### config.mk
export PLATFORM = sky130hd
export DESIGN_NAME = jregfile
export DESIGN_NICKNAME = d
export VERILOG_FILES = /design/src/rtl/jregfile_pkg.sv /design/src/rtl/jregfile_jrdport.sv /design/src/rtl/jregfile.sv
export SDC_FILE = /design/constraint.sdc
export NUM_CORES = 1
export LEC_CHECK = 0
export CAP_MARGIN = 20
export CORE_MARGIN = 5
export CORE_UTILIZATION = 57
export CTS_CLUSTER_SIZE = 24
export DETAILED_ROUTE_END_ITERATION = 7
export GPL_ROUTABILITY_DRIVEN = 0
export PLACE_DENSITY_LB_ADDON = 0.3
export SKIP_CTS_REPAIR_TIMING = 1
export SLEW_MARGIN = 20
export SYNTH_ARGS = -nofsm -noshare
export SYNTH_HDL_FRONTEND = slang
export SYNTH_SLANG_ARGS = --single-unit
### constraint.sdc
create_clock -name clk -period 2.5 [get_ports clk]
set_clock_uncertainty 0.15 [all_clocks]
set_input_delay 0.5 -clock clk [delete_from_list [all_inputs] [get_ports clk]]
set_output_delay 0.5 -clock clk [all_outputs]
set_load 0.01 [all_outputs]
### src/rtl/jregfile_pkg.sv
// Shared types and default sizing for the jregfile register file.
package jregfile_pkg;

    localparam int unsigned JREG_WIDTH_DEF = 8;
    localparam int unsigned JREG_DEPTH_DEF = 4;

    typedef enum logic [0:0] {
        IDLE  = 1'b0,
        CLEAR = 1'b1
    } state_e;

endpackage : jregfile_pkg

### src/rtl/jregfile_jrdport.sv
// Combinational read port: address mux followed by an enabler that forces zero.
module jrdport
    import jregfile_pkg::*;
#(
    parameter  int unsigned WIDTH = JREG_WIDTH_DEF,
    parameter  int unsigned DEPTH = JREG_DEPTH_DEF,
    localparam int unsigned AW    = $clog2(DEPTH)
) (
    input  logic             en_i,
    input  logic [AW-1:0]    addr_i,
    input  logic [WIDTH-1:0] data_i [DEPTH],
    output logic [WIDTH-1:0] rdata_c_o
);

    // Addresses with no matching entry fall through to zero.
    always_comb begin
        rdata_c_o = '0;
        for (int unsigned i = 0; i < DEPTH; i++) begin
            if (en_i && (addr_i == AW'(i))) begin
                rdata_c_o = data_i[i];
            end
        end
    end

endmodule : jrdport

### src/rtl/jregfile.sv
// Flip-flop register file with one write port, two enabled read ports and a
// sequential clear engine that walks every entry one per cycle.
module jregfile
    import jregfile_pkg::*;
#(
    parameter  int unsigned WIDTH = JREG_WIDTH_DEF,
    parameter  int unsigned DEPTH = JREG_DEPTH_DEF,
    localparam int unsigned AW    = $clog2(DEPTH)
) (
    input  logic             clk,
    input  logic             reset_n,
    input  logic             ws,
    input  logic [AW-1:0]    waddr,
    input  logic [WIDTH-1:0] wdata,
    input  logic             wea,
    input  logic [AW-1:0]    raddra,
    output logic [WIDTH-1:0] boa,
    input  logic             web,
    input  logic [AW-1:0]    raddrb,
    output logic [WIDTH-1:0] bob,
    input  logic             clr,
    output logic             busy,
    output logic [DEPTH-1:0] valid
);

    state_e           state_q, state_d;
    logic [AW-1:0]    cnt_q, cnt_d;
    logic             busy_q;
    logic             write_en_c;
    logic             clear_en_c;
    logic             waddr_ok_c;
    logic [WIDTH-1:0] mem_q [DEPTH];
    logic [DEPTH-1:0] valid_q;

    assign waddr_ok_c = (32'(waddr) < DEPTH);

    // State, clear counter and busy flag.
    always_ff @(posedge clk or negedge reset_n) begin
        if (!reset_n) begin
            state_q <= IDLE;
            cnt_q   <= '0;
            busy_q  <= 1'b0;
        end else begin
            state_q <= state_d;
            cnt_q   <= cnt_d;
            busy_q  <= (state_d == CLEAR);
        end
    end

    // Next state: a clear walks cnt from 0 up to DEPTH-1, one entry per cycle.
    always_comb begin
        state_d = state_q;
        cnt_d   = cnt_q;
        case (state_q)
            IDLE: begin
                if (clr) begin
                    state_d = CLEAR;
                    cnt_d   = '0;
                end
            end
            CLEAR: begin
                if (cnt_q == AW'(DEPTH - 1)) begin
                    state_d = IDLE;
                    cnt_d   = '0;
                end else begin
                    cnt_d = cnt_q + AW'(1);
                end
            end
            default: begin
                state_d = IDLE;
                cnt_d   = '0;
            end
        endcase
    end

    // Datapath controls: writes only land while idle, the clear owns CLEAR.
    always_comb begin
        write_en_c = 1'b0;
        clear_en_c = 1'b0;
        case (state_q)
            IDLE:    write_en_c = ws && waddr_ok_c;
            CLEAR:   clear_en_c = 1'b1;
            default: ;
        endcase
    end

    always_ff @(posedge clk or negedge reset_n) begin
        if (!reset_n) begin
            for (int unsigned i = 0; i < DEPTH; i++) begin
                mem_q[i] <= '0;
            end
            valid_q <= '0;
        end else begin
            for (int unsigned i = 0; i < DEPTH; i++) begin
                if (write_en_c && (waddr == AW'(i))) begin
                    mem_q[i]   <= wdata;
                    valid_q[i] <= 1'b1;
                end else if (clear_en_c && (cnt_q == AW'(i))) begin
                    mem_q[i]   <= '0;
                    valid_q[i] <= 1'b0;
                end
            end
        end
    end

    assign busy  = busy_q;
    assign valid = valid_q;

    // Reset also gates the read enables so both ports read zero while held.
    jrdport #(
        .WIDTH (WIDTH),
        .DEPTH (DEPTH)
    ) u_rdport_a (
        .en_i      (wea & reset_n),
        .addr_i    (raddra),
        .data_i    (mem_q),
        .rdata_c_o (boa)
    );

    jrdport #(
        .WIDTH (WIDTH),
        .DEPTH (DEPTH)
    ) u_rdport_b (
        .en_i      (web & reset_n),
        .addr_i    (raddrb),
        .data_i    (mem_q),
        .rdata_c_o (bob)
    );

endmodule : jregfile
==> flow_summary.rst, run 1 <==
.. list-table::
   :header-rows: 1

   * - Metric
     - Value
   * - Result of the run
     - finished clean
   * - Number of synthesized register bits
     - 39
   * - Maximum resistive drop on vdd
     - between 600 and 700 uV
   * - Clock net sink count
     - 39
   * - Endpoints failing setup
     - 0
   * - Kind of critical path
     - in -> out
   * - Share of synthesized area occupied by flip-flops and latches
     - 0.421
   * - Min cycle time layout
     - ~2400 ps
   * - Buffer type at the clock tree root
     - clkbuf_8
   * - R2r startpoint
     - busy$_DFF_PN0_
   * - Path class of the lowest-slack min-delay path
     - in -> async
   * - Cts bufs inserted
     - 5
   * - Layout cells sized above 1
     - 0.255
   * - First-iteration detailed-routing DRC count
     - between 200 and 250
   * - Total of warnings raised by yosys
     - 0
   * - Sum of routed wire length over all layers
     - approximately 6300 um
   * - Placed wire-length estimate after detailed placement
     - around 4300 um
   * - Port Buffer Count
     - 40
   * - Overall overflow remaining after global route
     - 0
   * - Remaining design rule violation count
     - 0
   * - Max-cap violations
     - 0
   * - Antenna diode count
     - 0
   * - Crit-path max FO
     - 6
   * - I/O Pins
     - between 40 and 50
   * - Post-route ant nets
     - 0
   * - Filler-free cell count of the finished design
     - 293
   * - Relative max-transition margin
     - 0.693
   * - Power per Cell Area
     - 860 nW/um^2
   * - Hold violation total from the final report
     - 0
   * - Net count of the finished layout
     - about 270
   * - Type of origin of the critical path
     - input port
   * - WL per Instance
     - roughly 22 um
   * - Area of the die
     - between 5000 and 6000 um^2
   * - Core area
     - between 3000 and 4000 um^2
   * - Final standard cell utilization of the core
     - 0.757
   * - Number of nets produced by synthesis
     - 216
   * - Row count
     - 23
   * - Number of H-tree levels
     - 2
   * - Number of detailed-routing iterations run before antenna repair
     - 4
   * - Slew Limit Fails
     - 0
   * - Total of fill cells in the finished design
     - between 200 and 300
   * - Global routing usage summed across all routing layers
     - 0.251
   * - Synthesized netlist cell count
     - about 190
   * - TritonCTS clock tree
     - done
   * - Leakage power total
     - about 1.7 nW
   * - Clock-pin slew reported for the worst setup and hold paths after clock tree synthesis
     - 70 ps
   * - Maximum buffer depth of the clock tree
     - 2
   * - Fin worst setup slack
     - approximately 120 ps
   * - Start point of the critical path
     - raddra[0]
   * - Arrival time reported for the critical path endpoint
     - 1730 ps
   * - Number of placed cells counting well taps
     - roughly 290
   * - Setup repair after global routing missed its margin
     - no
   * - Global-route wire length before repair
     - a little over 10000 um
   * - Die width
     - about 74 um
   * - Setup_tns
     - 0 ps
   * - Worst-Skew Late Latency
     - around 300 ps
   * - Area growth syn-to-layout
     - 29.7%
   * - Initial antenna violation count
     - 0
   * - Number of different library cells in the post-synthesis netlist
     - 22
   * - Max Fclk
     - about 420 MHz
   * - Largest net degree at the start of global routing
     - 28
   * - Part of the cycle the worst path needs
     - 0.951
   * - Worst path required time
     - ~1900 ps
   * - Post-synthesis instance area
     - approximately 2300 um^2
   * - Setup slack at placement
     - -214 ps
   * - Vias per cell
     - approximately 6.2
   * - Synth Area per Inst
     - 12.1 um^2
   * - Via total after detailed routing
     - roughly 1800
   * - Via count of the first global-routing pass
     - 2024
   * - Final hold slack
     - 56.1 ps
   * - Slew at the pin closest to its max-slew limit
     - 460 ps
   * - Critical path endpoint category
     - primary output
   * - Height of the chip
     - roughly 74 um
   * - Initial Util
     - 0.584
## worst max-delay path: stages
cell,delay (ps)
clkdlybuf4s50_1,530
buf_4,200
mux2i_1,200
o22ai_1,110
dlymetal6s2s_1,180
## logic make-up (layout without fill, tap and decap cells)
family,count (synthesis),in the layout,share of synthesized area
and+or+nand+nor,14,14,0.0415
muxes,65,65,0.311
AOI/OAI and AO/OA,54,54,0.170
DFF,39,39,0.421
adders and majority gates,4,4,0.0216
buffers and inverters,16,67,0.0351
## registers in the layout, indices dropped and copies added, names as in the netlist
signal	count
mem_q	32
valid	4
busy	1
cnt_q	2
## where the power goes
group	internal, mW	total [mW]	switching (mW)	leakage, nW
Combinational	0.532	1.01	0.479	1.10
Clock	0.323	0.548	0.225	0.0612
Sequential	0.843	1.03	0.184	0.524
Total	1.70	2.59	0.889	1.69
## metal layers
metal,share of wire,vias up,global-route usage
met5,0,-,0
met4,0.022,0,0.113
met3,0.073,15,0.0602
met2,0.52,80,0.430
met1,0.38,905,0.296
li1,-,821,-
## final timing paths
check                      slack [ps]  cells after the start               endpoint
max reg2reg                       590                      2  mem_q[26]$_DFFE_PN0P_
max in group asynchronous        1800                      2  mem_q[29]$_DFFE_PN0P_
min                                60                      2  mem_q[28]$_DFFE_PN0P_
max                               120                      5                 boa[3]
min in group clk                  480                      2   cnt_q[1]$_DFFE_PN0P_
min reg2reg                       480                      2   cnt_q[1]$_DFFE_PN0P_
## layout by cell type (no fill, tap or decap)
| master | netlist | final |
|---|---|---|
| o22ai_1 | 16 | 16 |
| clkbuf_8 | 0 | 6 |
| mux2_4 | 8 | 8 |
| bufinv_16 | 0 | 1 |
| nor3b_1 | 1 | 1 |
| mux2i_1 | 33 | 33 |
| or4b_4 | 1 | 1 |
| nand3b_1 | 2 | 2 |
| ha_1 | 4 | 4 |
| buf_12 | 0 | 1 |
| mux2_2 | 24 | 24 |
| nand4bb_1 | 2 | 2 |
| clkinv_2 | 0 | 1 |
| clkdlybuf4s50_1 | 0 | 22 |
| a21bo_2 | 4 | 4 |
| dlymetal6s2s_1 | 0 | 17 |
| buf_6 | 2 | 2 |
| nand3_1 | 2 | 2 |
| inv_1 | 3 | 3 |
| a21boi_0 | 32 | 32 |
| nand4b_1 | 1 | 1 |
| o31ai_1 | 1 | 1 |
| dfrtp_1 | 39 | 39 |
| a21o_1 | 1 | 1 |
| buf_2 | 4 | 1 |
| buf_4 | 0 | 13 |
| nand2_1 | 5 | 5 |
## final cells by class
type                            count  area (um^2)  share of cell area
Timing Repair Buffer               56          578               0.192
Tap cell                           50         62.6              0.0208
Sequential cell                    39          976               0.324
Clock inverter                      2         35.0              0.0116
Multi-Input combinational cell    137         1260               0.420
Clock buffer                        6         82.6              0.0275
Inverter                            3         11.3             0.00374
## synthesized netlist by cell type
master,instances,area (um^2)
inv_1,3,11.3
clkbuf_2,1,5.00
nor3b_1,1,7.51
nand3_1,2,10.0
ha_1,4,50.1
a21o_1,1,7.51
o31ai_1,1,7.51
buf_2,4,20.0
nand4b_1,1,8.76
a21bo_2,4,40.0
dfrtp_1,39,976
or4b_4,1,13.8
clkbuf_1,6,22.5
o22ai_1,16,100
a21boi_0,32,240
mux2_4,8,120
nand3b_1,2,15.0
mux2i_1,33,330
buf_6,2,22.5
mux2_2,24,270
nand4bb_1,2,22.5
nand2_1,5,18.8
## through the flow
step                      area (um^2)  power (mW)
final                            3010        2.59
after floorplan                  2320        1.64
after CTS                        2960        2.59
after global routing             3010        2.72
after detailed placement         2840        2.03
after global placement           2840        1.95
(Power assumes the default switching activity.)
==> inputs of run 2 (changes only) <==
--- a/config.mk
+++ b/config.mk
@@ -11,6 +11,7 @@
 export CTS_CLUSTER_SIZE = 24
 export DETAILED_ROUTE_END_ITERATION = 7
 export GPL_ROUTABILITY_DRIVEN = 0
+export HOLD_SLACK_MARGIN = 0.05
 export PLACE_DENSITY_LB_ADDON = 0.3
 export SKIP_CTS_REPAIR_TIMING = 1
 export SLEW_MARGIN = 20
==> results of run 2 <==
No change in the layout: final DEF, timing and power equal those of run 1.
